<file path="src/rtl/fp16_sub_seq_if.sv">
// Operand/result handshake bundle for the half-precision subtractor.
// The producer/consumer side uses master; the subtractor uses slave.
interface fp16_sub_seq_if;
    logic        in_valid;
    logic        in_ready;
    logic [15:0] a;
    logic [15:0] b;
    logic        out_valid;
    logic        out_ready;
    logic [15:0] result;
    logic        overflow;
    logic        zero;
    logic        nan;
    logic        precisionLost;

    modport master (
        output in_valid, a, b, out_ready,
        input  in_ready, out_valid, result, overflow, zero, nan, precisionLost
    );

    modport slave (
        input  in_valid, a, b, out_ready,
        output in_ready, out_valid, result, overflow, zero, nan, precisionLost
    );
endinterface

</file>
<file path="src/rtl/fp16_sub_seq.sv">
// fp16_sub_seq: IEEE-754 half-precision a - b, round toward zero, subnormals flushed to zero.
// Latency: 2 cycles for special operands, 4 + k for k normalising left shifts, 3 for an exact zero.
// Backpressure: result held in HOLD until out_ready; in_ready only in IDLE, one op in flight.
module fp16_sub_seq #(
    parameter int SHIFT_GUARD = 3
) (
    input logic           clk,
    input logic           rst_n,
    fp16_sub_seq_if.slave io
);
    localparam int W = 11 + SHIFT_GUARD;

    typedef enum logic [2:0] {IDLE, ALIGN, ADDSUB, NORM, PACK, HOLD} state_t;

    state_t         state;
    logic           in_rdy_q, out_vld_q;
    logic [15:0]    res_q;
    logic           ovf_q, zero_q, nan_q, pl_q;
    logic [15:0]    op_a, op_b;
    logic           sx, sy;
    logic [5:0]     ex;
    logic [W-1:0]   x_sig, y_sig;
    logic [W:0]     sig;
    logic           sp_vld, sp_nan, sp_zero, sp_pl;
    logic [15:0]    sp_res;

    logic           a_nan, b_nan, a_inf, b_inf, a_zero, b_zero, a_big;
    logic [15:0]    hi_op, lo_op;
    logic [4:0]     d;
    logic [W-1:0]   lo_sig, y_al;
    logic [2*W-1:0] y_ext;
    logic [W:0]     sum;
    logic           c_vld, c_nan, c_zero;
    logic [15:0]    c_res;

    // op_b already holds the negated subtrahend, so everything below is an addition a + op_b.
    always_comb begin
        a_nan  = (op_a[14:10] == 5'h1F) && (op_a[9:0] != 10'h0);
        b_nan  = (op_b[14:10] == 5'h1F) && (op_b[9:0] != 10'h0);
        a_inf  = (op_a[14:10] == 5'h1F) && (op_a[9:0] == 10'h0);
        b_inf  = (op_b[14:10] == 5'h1F) && (op_b[9:0] == 10'h0);
        a_zero = (op_a[14:10] == 5'h00);
        b_zero = (op_b[14:10] == 5'h00);
        a_big  = (op_a[14:0] >= op_b[14:0]);
        hi_op  = a_big ? op_a : op_b;
        lo_op  = a_big ? op_b : op_a;
        d      = hi_op[14:10] - lo_op[14:10];
        lo_sig = W'({1'b1, lo_op[9:0]}) << SHIFT_GUARD;
        y_ext  = {lo_sig, {W{1'b0}}} >> d;
        if (int'(d) >= W) begin
            y_al = {{(W-1){1'b0}}, 1'b1};
        end else begin
            y_al = y_ext[2*W-1:W] | {{(W-1){1'b0}}, |y_ext[W-1:0]};
        end

        c_vld  = 1'b1;
        c_nan  = 1'b0;
        c_zero = 1'b0;
        c_res  = 16'h0000;
        if (a_nan || b_nan || (a_inf && b_inf && (op_a[15] != op_b[15]))) begin
            c_res = 16'h7E00;
            c_nan = 1'b1;
        end else if (a_inf) begin
            c_res = op_a;
        end else if (b_inf) begin
            c_res = op_b;
        end else if (a_zero && b_zero) begin
            c_zero = 1'b1;
        end else if (a_zero) begin
            c_res = op_b;
        end else if (b_zero) begin
            c_res = op_a;
        end else begin
            c_vld = 1'b0;
        end

        sum = (sx == sy) ? ({1'b0, x_sig} + {1'b0, y_sig}) : ({1'b0, x_sig} - {1'b0, y_sig});
    end

    always_ff @(posedge clk or negedge rst_n) begin
        if (!rst_n) begin
            state     <= IDLE;
            in_rdy_q  <= 1'b1;
            out_vld_q <= 1'b0;
            res_q     <= 16'h0000;
            ovf_q     <= 1'b0;
            zero_q    <= 1'b0;
            nan_q     <= 1'b0;
            pl_q      <= 1'b0;
            op_a      <= 16'h0000;
            op_b      <= 16'h0000;
            sx        <= 1'b0;
            sy        <= 1'b0;
            ex        <= 6'd0;
            x_sig     <= '0;
            y_sig     <= '0;
            sig       <= '0;
            sp_vld    <= 1'b0;
            sp_nan    <= 1'b0;
            sp_zero   <= 1'b0;
            sp_pl     <= 1'b0;
            sp_res    <= 16'h0000;
        end else begin
            unique case (state)
                IDLE: begin
                    if (io.in_valid && in_rdy_q) begin
                        op_a     <= io.a;
                        op_b     <= {~io.b[15], io.b[14:0]};
                        in_rdy_q <= 1'b0;
                        state    <= ALIGN;
                    end
                end
                ALIGN: begin
                    sp_vld  <= c_vld;
                    sp_nan  <= c_nan;
                    sp_zero <= c_zero;
                    sp_pl   <= 1'b0;
                    sp_res  <= c_res;
                    sx      <= hi_op[15];
                    sy      <= lo_op[15];
                    ex      <= {1'b0, hi_op[14:10]};
                    x_sig   <= W'({1'b1, hi_op[9:0]}) << SHIFT_GUARD;
                    y_sig   <= y_al;
                    state   <= c_vld ? PACK : ADDSUB;
                end
                ADDSUB: begin
                    sig <= sum;
                    if (sum == '0) begin
                        sp_vld  <= 1'b1;
                        sp_res  <= 16'h0000;
                        sp_zero <= 1'b1;
                        state   <= PACK;
                    end else begin
                        state <= NORM;
                    end
                end
                NORM: begin
                    if (sig[W]) begin
                        sig   <= {1'b0, sig[W:2], sig[1] | sig[0]};
                        ex    <= ex + 6'd1;
                        state <= PACK;
                    end else if (sig[W-1]) begin
                        state <= PACK;
                    end else if (ex == 6'd1) begin
                        // One more shift would land in the subnormal range, which is flushed.
                        sp_vld  <= 1'b1;
                        sp_res  <= {sx, 15'h0000};
                        sp_zero <= 1'b1;
                        sp_pl   <= 1'b1;
                        state   <= PACK;
                    end else begin
                        sig <= sig << 1;
                        ex  <= ex - 6'd1;
                    end
                end
                PACK: begin
                    if (sp_vld) begin
                        res_q  <= sp_res;
                        ovf_q  <= 1'b0;
                        zero_q <= sp_zero;
                        nan_q  <= sp_nan;
                        pl_q   <= sp_pl;
                    end else begin
                        zero_q <= 1'b0;
                        nan_q  <= 1'b0;
                        pl_q   <= |sig[SHIFT_GUARD-1:0];
                        if (ex >= 6'd31) begin
                            res_q <= {sx, 5'h1F, 10'h000};
                            ovf_q <= 1'b1;
                        end else begin
                            res_q <= {sx, ex[4:0], sig[W-2:SHIFT_GUARD]};
                            ovf_q <= 1'b0;
                        end
                    end
                    out_vld_q <= 1'b1;
                    state     <= HOLD;
                end
                HOLD: begin
                    if (io.out_ready) begin
                        out_vld_q <= 1'b0;
                        in_rdy_q  <= 1'b1;
                        state     <= IDLE;
                    end
                end
                default: state <= IDLE;
            endcase
        end
    end

    assign io.in_ready      = in_rdy_q;
    assign io.out_valid     = out_vld_q;
    assign io.result        = res_q;
    assign io.overflow      = ovf_q;
    assign io.zero          = zero_q;
    assign io.nan           = nan_q;
    assign io.precisionLost = pl_q;
endmodule
</file>
<file path="src/flat_wrapper.sv">
// flat-port wrapper written by rule: the top's interface ports become plain ports
module fp16_sub_seq_flat 
#(
    parameter int SHIFT_GUARD = 3
)
  (clk, rst_n, io_in_valid, io_a, io_b, io_out_ready, io_in_ready, io_out_valid, io_result, io_overflow, io_zero, io_nan, io_precisionLost);
  fp16_sub_seq_if io_i ();
  input logic clk;
  input logic rst_n;
  input wire logic [$bits(io_i.in_valid)-1:0] io_in_valid;
  input wire logic [$bits(io_i.a)-1:0] io_a;
  input wire logic [$bits(io_i.b)-1:0] io_b;
  input wire logic [$bits(io_i.out_ready)-1:0] io_out_ready;
  output wire logic [$bits(io_i.in_ready)-1:0] io_in_ready;
  output wire logic [$bits(io_i.out_valid)-1:0] io_out_valid;
  output wire logic [$bits(io_i.result)-1:0] io_result;
  output wire logic [$bits(io_i.overflow)-1:0] io_overflow;
  output wire logic [$bits(io_i.zero)-1:0] io_zero;
  output wire logic [$bits(io_i.nan)-1:0] io_nan;
  output wire logic [$bits(io_i.precisionLost)-1:0] io_precisionLost;
  assign io_i.in_valid = io_in_valid;
  assign io_i.a = io_a;
  assign io_i.b = io_b;
  assign io_i.out_ready = io_out_ready;
  assign io_in_ready = io_i.in_ready;
  assign io_out_valid = io_i.out_valid;
  assign io_result = io_i.result;
  assign io_overflow = io_i.overflow;
  assign io_zero = io_i.zero;
  assign io_nan = io_i.nan;
  assign io_precisionLost = io_i.precisionLost;
  fp16_sub_seq #(.SHIFT_GUARD(SHIFT_GUARD)) u_core (.clk(clk), .rst_n(rst_n), .io(io_i));
endmodule
</file>
<file path="config.mk">
export PLATFORM = sky130hd
export DESIGN_NAME = fp16_sub_seq_flat
export DESIGN_NICKNAME = d
export VERILOG_FILES = /design/src/rtl/fp16_sub_seq_if.sv /design/src/rtl/fp16_sub_seq.sv /design/src/flat_wrapper.sv
export SDC_FILE = /design/constraint.sdc
export NUM_CORES = 1
export LEC_CHECK = 0
export CORE_AREA = 2 2 137 139
export DETAILED_ROUTE_END_ITERATION = 10
export DIE_AREA = 0 0 139 141
export PLACE_DENSITY = 0.72
export SLEW_MARGIN = 20
export SYNTH_ARGS = -nofsm -noshare
export SYNTH_HDL_FRONTEND = slang
export SYNTH_SLANG_ARGS = --single-unit
</file>
<file path="constraint.sdc">
create_clock -name clk -period 3.3 [get_ports clk]
set_input_delay 0.495 -clock clk [delete_from_list [all_inputs] [get_ports clk]]
set_output_delay 0.495 -clock clk [all_outputs]
set_load 0.01 [all_outputs]
</file>
# --- After elaboration in Yosys (flattened, before gate mapping) ---
# Cells that the tools add are included.
op_classes:
  add_sub_neg: 5
  n_bitwise: 3
  eq_ne: 19
  shifts: 1
  reduce_logical: 33
  mux: 61
  n_lt_le_gt_ge: 3
op_table:
  columns: ["op", "count"]
  rows:
  - ["two-way mux 16 bit", 13]
  - ["two-way mux 15 bit", 4]
  - ["case mux 16 bit (3 select lines)", 1]
  - ["case mux 15 bit (2 select lines)", 1]
  - ["two-way mux 14 bit", 2]
  - [">> shifter 28 x 5 -> 28 bit", 1]
  - ["two-way mux 1 bit", 23]
  - ["two-way mux 3 bit", 7]
  - ["zero test 10 bit", 2]
  - ["nonzero test 10 bit", 2]
  - ["two-way mux 6 bit", 3]
  - ["case mux 3 bit (6 select lines)", 1]
  - ["adder 14 x 14 -> 15 bit", 1]
  - [">= comparator 15 bit", 1]
  - ["zero test 15 bit", 1]
  - ["subtractor 14 x 14 -> 15 bit", 1]
  - ["OR 14 x 1 -> 14 bit", 1]
  - ["OR reduction 14 bit", 1]
  - ["case mux 6 bit (2 select lines)", 1]
  - ["AND reduction 3 bit", 4]
  - ["equality test 5 bit (second input constant)", 2]
  - ["zero test 5 bit", 2]
  - ["logical AND 1 bit", 8]
  - ["nonzero test 2 bit", 4]
  - ["26 further kinds", 38]
totals:
  reg_bits: 125
  in_bits: 36
  output_inout_bits: 22
  elab_cells: 147

# --- Longest topological paths before layout ---
depth:
  ltp_word: 9
  mapped_depth: 18
  mapped_depth_nobuf: 14

# --- Worst setup path before layout ---
# Ideal clock, no wire load.
synth_timing:
  path_kind: "register to register"
  start: "register u_core.op_b[10]"
  end: "register u_core.y_sig[0]"
  required_time_ns: 3.163
  period_less_slack_ns: 3.322
  path_slack_ns: -0.022
  path_buffers: 2
  setup_ns: 0.137
  path_stages_with_launch: 17
  t_arrival_ns: 3.186
  cell_sequence: "dfrtp_1 inv_1 ha_1 a41oi_1 o21ai_1 a21oi_2 o21ai_4 mux2i_1 ha_1 or2_2 o211a_1 buf_2 buf_6 o31ai_1 nand4b_1 o41ai_1 a22oi_1"
synth_between:
  elab_chain_len: 7
  word_cells_on_any_way: 9
  classes_between: "add/sub (1); order compare (2); shift (1); mux (3); bitwise (1); reduce/logical (1)"
synth_lines:
  columns: ["element", "line_no", "text"]
  rows:
  - ["from (decl)", "fp16_sub_seq.sv:19", "logic [15:0] op_a, op_b;"]
  - ["from (signal assigned)", "fp16_sub_seq.sv:108", "op_b <= {~io.b[15], io.b[14:0]};"]
  - [">= comparator 15 bit", "fp16_sub_seq.sv:44", "a_big = (op_a[14:0] >= op_b[14:0]);"]
  - ["two-way mux 16 bit, on equally long branches", "fp16_sub_seq.sv:45, fp16_sub_seq.sv:46", null]
  - ["subtractor 5 bit", "fp16_sub_seq.sv:47", "d = hi_op[14:10] - lo_op[14:10];"]
  - [">> shifter 28 x 5 -> 28 bit", "fp16_sub_seq.sv:49", "y_ext = {lo_sig, {W{1'b0}}} >> d;"]
  - ["OR reduction 14 bit", "fp16_sub_seq.sv:53", "y_al = y_ext[2*W-1:W] | {{(W-1){1'b0}}, |y_ext[W-1:0]};"]
  - ["OR 14 x 1 -> 14 bit", "fp16_sub_seq.sv:53", null]
  - ["two-way mux 14 bit *", "fp16_sub_seq.sv:50", "if (int'(d) >= W) begin"]
  - ["to (signal assigned)", "fp16_sub_seq.sv:123", "y_sig <= y_al;"]
  - ["to (decl)", "fp16_sub_seq.sv:22", "logic [W-1:0] x_sig, y_sig;"]
# Every way passes the cells marked *; elsewhere a longest branch is shown, timed or not.
# A chain may end at the register's enable or synchronous reset.

# --- Final worst setup path ---
layout_timing:
  start: "register u_core.x_sig[3]"
  end: "register u_core.sp_res[9]"
layout_between:
  elab_chain_len: 5
  word_cells_on_any_way: 6
  classes_between: "add/sub (2); eq/ne (1); mux (1); reduce/logical (2)"
layout_lines:
  columns: ["element", "line_no", "text"]
  rows:
  - ["from (decl)", "fp16_sub_seq.sv:22", null]
  - ["from (signal assigned)", "fp16_sub_seq.sv:122", "x_sig <= W'({1'b1, hi_op[9:0]}) << SHIFT_GUARD;"]
  - ["subtractor 14 x 14 -> 15 bit or adder 14 x 14 -> 15 bit (tied branches)", "fp16_sub_seq.sv:77", "sum = (sx == sy) ? ({1'b0, x_sig} + {1'b0, y_sig}) : ({1'b0, x_sig} - {1'b0, y_sig});"]
  - ["two-way mux 15 bit *", "fp16_sub_seq.sv:77", null]
  - ["zero test 15 bit *", "fp16_sub_seq.sv:128", "if (sum == '0) begin"]
  - ["!= test 2 x 1 -> 1 bit (no source line) *", null, null]
  - ["AND reduction 5 bit (no source line) *", null, null]
  - ["to (signal assigned)", "fp16_sub_seq.sv:118", "sp_res <= c_res;"]
  - ["to (signal assigned)", "fp16_sub_seq.sv:147", "sp_res <= {sx, 15'h0000};"]
  - ["to (decl)", "fp16_sub_seq.sv:25", "logic [15:0] sp_res;"]
# Marked as above.

==> flow_metrics.env <==
export IMPL_grt_usage_pct=23.3
export IMPL_synth_top_cell_by_area="dfrtp_1"
export IMPL_fin_worst_skew_ns=0.00841
export IMPL_required_ns=3.61
export IMPL_ys_warn_count=0
export IMPL_sequentialPowerShare_pct=44.6
export IMPL_dp_hpwl_mm=16.7
export IMPL_synth_area_um2=8070
export IMPL_ff2ff_path_depth=13
export IMPL_drv_cap=0
export IMPL_drc=0
export IMPL_hold_viol=0
export IMPL_gp_congestion=0.940
export IMPL_drtAntennaViolNets=0
export IMPL_max_freq_mhz=307
export IMPL_antenna_found_initial=0
export IMPL_endpoint_kind="flop"
export IMPL_switching_power_uw=736
export IMPL_outcome="finished, final reports clean"
export IMPL_grt_pass1_vias=7265
export IMPL_area_growth_syn_to_layout_pct=31.2
export IMPL_synth_ff_type="dfrtp_1"
export IMPL_cts_buffers=17
export IMPL_synth_edff_count=0
export IMPL_tns_ns=0
export IMPL_slew_viol_final=0
export IMPL_rr_startpoint="u_core.x_sig[3]"
export IMPL_rrSetupSlack_ns=0.05
export IMPL_ioPinCount=58
export IMPL_clkTransAtPathRegs_ns=0.06
export IMPL_clockBufferDepth=2
export IMPL_grt_ovfl_total=0
export IMPL_grt_max_degree=57
export IMPL_hold_path_class="input pin to asynchronous set/reset pin"
export IMPL_p_int_uw=2700
export IMPL_crit_type="flop to flop"
export IMPL_io_buffers=57
export IMPL_yosys_top_cells_area="dfrtp_1 38%, ha_1 6.5%, o21ai_0 6.4%, nand2_1 5.4%, a21oi_1 4.8%"
export IMPL_fp_dieW_um=139
export IMPL_layout_setup_ws_ns=0.0460
export IMPL_vdd_drop_max_uv=498
export IMPL_p_sw_share_pct=21.4
export IMPL_ys_ff_latch=125
export IMPL_via_per_inst=5.89
export IMPL_leakage_uw=0.00476
export IMPL_finalNetCount=1129
export IMPL_crit_fanout=6
export IMPL_setup_worst_path_start_class="flop"
export IMPL_syn_inst=917
export IMPL_worstMarginPinSlew_ns=0.782
export IMPL_power_density_nw_per_um2=325
export IMPL_syn_area_per_cell_um2=8.80
export IMPL_cts_sinks=125
export IMPL_hold_worst_slack_ns=0.0830
export IMPL_setup_viol=0
export IMPL_yosysSeqAreaShare_pct=38.8
export IMPL_layout_min_cycle_time_ns=3.25
export IMPL_core_um2=18300
export IMPL_syn_nets=996
export IMPL_cp_data_arrival_time_ns=3.56
export IMPL_cp_startpoint="u_core.x_sig[3]"
export IMPL_htreeDepth=4
export IMPL_layout_drive_gt1_share_pct=21.5
export IMPL_die_height_um=141
export IMPL_rsz0062_at_grt="yes"
export IMPL_vias=7647
export IMPL_dr_pass1_iters=5
export IMPL_cts_tree="done"
export IMPL_async_flop_share_pct=100
export IMPL_insertion_delay_ns=0.42
export IMPL_avgRoutedWirePerCell_um=18.0
export IMPL_combinationalPowerShare_pct=2.2
export IMPL_clkPwrFrac_pct=53.2
export IMPL_place_ws_ns=-0.0300
export IMPL_die_area_um2=19600
export IMPL_cts_root_buf="clkbuf_16"
export IMPL_dr_first_iter_drc_count=659
export IMPL_num_rows=50
export IMPL_yosysMostFrequentCell="dfrtp_1"
export IMPL_synth_cell_types=70
export IMPL_synth_top_cell_area_share_pct=38.5
export IMPL_start_util_pct=44.2
export IMPL_grt_pass1_wl_mm=36.6
export IMPL_nFillCells=1599
export IMPL_slew_headroom_pct=47.9
export IMPL_period_share_pct=98.6
export IMPL_drt_wl_total_mm=23.4
export IMPL_synthTopCellsByCount="124 x dfrtp_1, 117 x nand2_1, 103 x o21ai_0"
export IMPL_rr_endpoint="u_core.sp_res[9]"
export IMPL_cts_hold_buf=0
[routing by layer]
metal  vias up  track usage, %  share of wire, %
met3        62            5.74               6.0
met4         0            7.76               2.9
met2       303            37.6                47
li1       3588               -                 -
met5         -               0                 0
met1      3694            31.0                44
[worst max-delay path by stage]
stage | to | slack, ns | depth (start not counted)
global placement | u_core.y_sig[0] | 0.06 | 14
floorplan | u_core.y_sig[0] | 0.008 | 17
detailed placement | u_core.y_sig[0] | -0.03 | 14
CTS | u_core.y_sig[0] | -0.006 | 16
finish | u_core.sp_res[9] | 0.05 | 13
global route | u_core.y_sig[0] | -0.11 | 15
[layout by cell type, fill, tap and decap left out, types with 8 or more instances in the layout]
master | synthesis | routed
a21oi_1 | 78 | 73
a22oi_1 | 14 | 13
and3_1 | 16 | 16
nand4_1 | 8 | 8
clkbuf_16 | 0 | 20
or3_1 | 8 | 8
o21ai_0 | 103 | 97
nor3_1 | 13 | 12
xnor2_1 | 11 | 11
ha_1 | 42 | 34
mux2_2 | 18 | 18
clkdlybuf4s50_1 | 0 | 56
nand3_1 | 26 | 25
a22o_1 | 13 | 13
nand2_1 | 117 | 116
dfrtp_1 | 124 | 124
nor2_1 | 52 | 50
buf_4 | 0 | 99
o211ai_1 | 8 | 8
mux2i_1 | 32 | 26
inv_1 | 46 | 41
[registers in the layout (all words and copies together) (netlist names), 6 cells and up]
name,flops
u_core.ex,6
u_core.io.result,16
u_core.op_a,16
u_core.op_b,16
u_core.sig,15
u_core.sp_res,16
u_core.x_sig,11
u_core.y_sig,14
[power groups by stage]
stage / registers (uW) / logic [uW] / clock network, uW
5_1_grt: 1530 / 85.2 / 1920
3_3_place_gp: 1560 / 77.4 / 0
4_1_cts: 1530 / 78.5 / 1840
6_report: 1530 / 75.5 / 1830
2_1_floorplan: 1560 / 0.859 / 0
3_5_place_dp: 1560 / 78.4 / 0
[cells by family after synthesis]
kind of cell	share of synthesized area (%)
AO/OA/AOI/OAI	22.3
multiplexers	8.76
flip-flops	38.8
adder cells (fa/ha/maj)	6.76
buffers and inverters	4.84
XOR/XNOR	2.05
AND/OR/NAND/NOR	16.5
[worst max-delay path: stages (launching register included)]
cell	delay [ns]
dfrtp_1	0.40
ha_1	0.32
nor4b_4	0.15
o2111ai_4	0.22
a311oi_2	0.14
or4b_1	0.52
o211ai_1	0.14
xnor2_1	0.19
nand3b_1	0.12
nor4_2	0.28
o21bai_2	0.18
buf_4	0.18
clkbuf_16	0.15
a21o_1	0.15
[final cells by class]
class                   count  area [um2]  area share (%)
repair buffers            165        1500            14.2
flip-flops and latches    125        3130            29.6
inverters                  48         180            1.70
clock buffers              21         450            4.26
multi-input cells         693        4910            46.4
diodes                      1        2.50          0.0236
well taps                 234         293            2.77
clock inverters            11         119            1.12
[repair_timing]
| item | CTS | global route |
|---|---|---|
| endpoints found under the setup margin | 4 | 33 |
| gates cloned | 0 | 3 |
| buffers inserted | 0 | 6 |
| resized for setup | 7 | 61 |
| pin swaps | 2 | 25 |
[stage by stage]
step,cell area [um2],power [uW],cells,utilization [%]
floorplan,8090,1560,917,-
finish,10600,3430,1298,57.9
global route,10600,3540,1297,57.9
detailed placement,9560,1640,1257,52.3
CTS,10200,3450,1289,55.6
global placement,9560,1640,1257,52.3
Note: power is estimated with default switching activity, not from simulation.
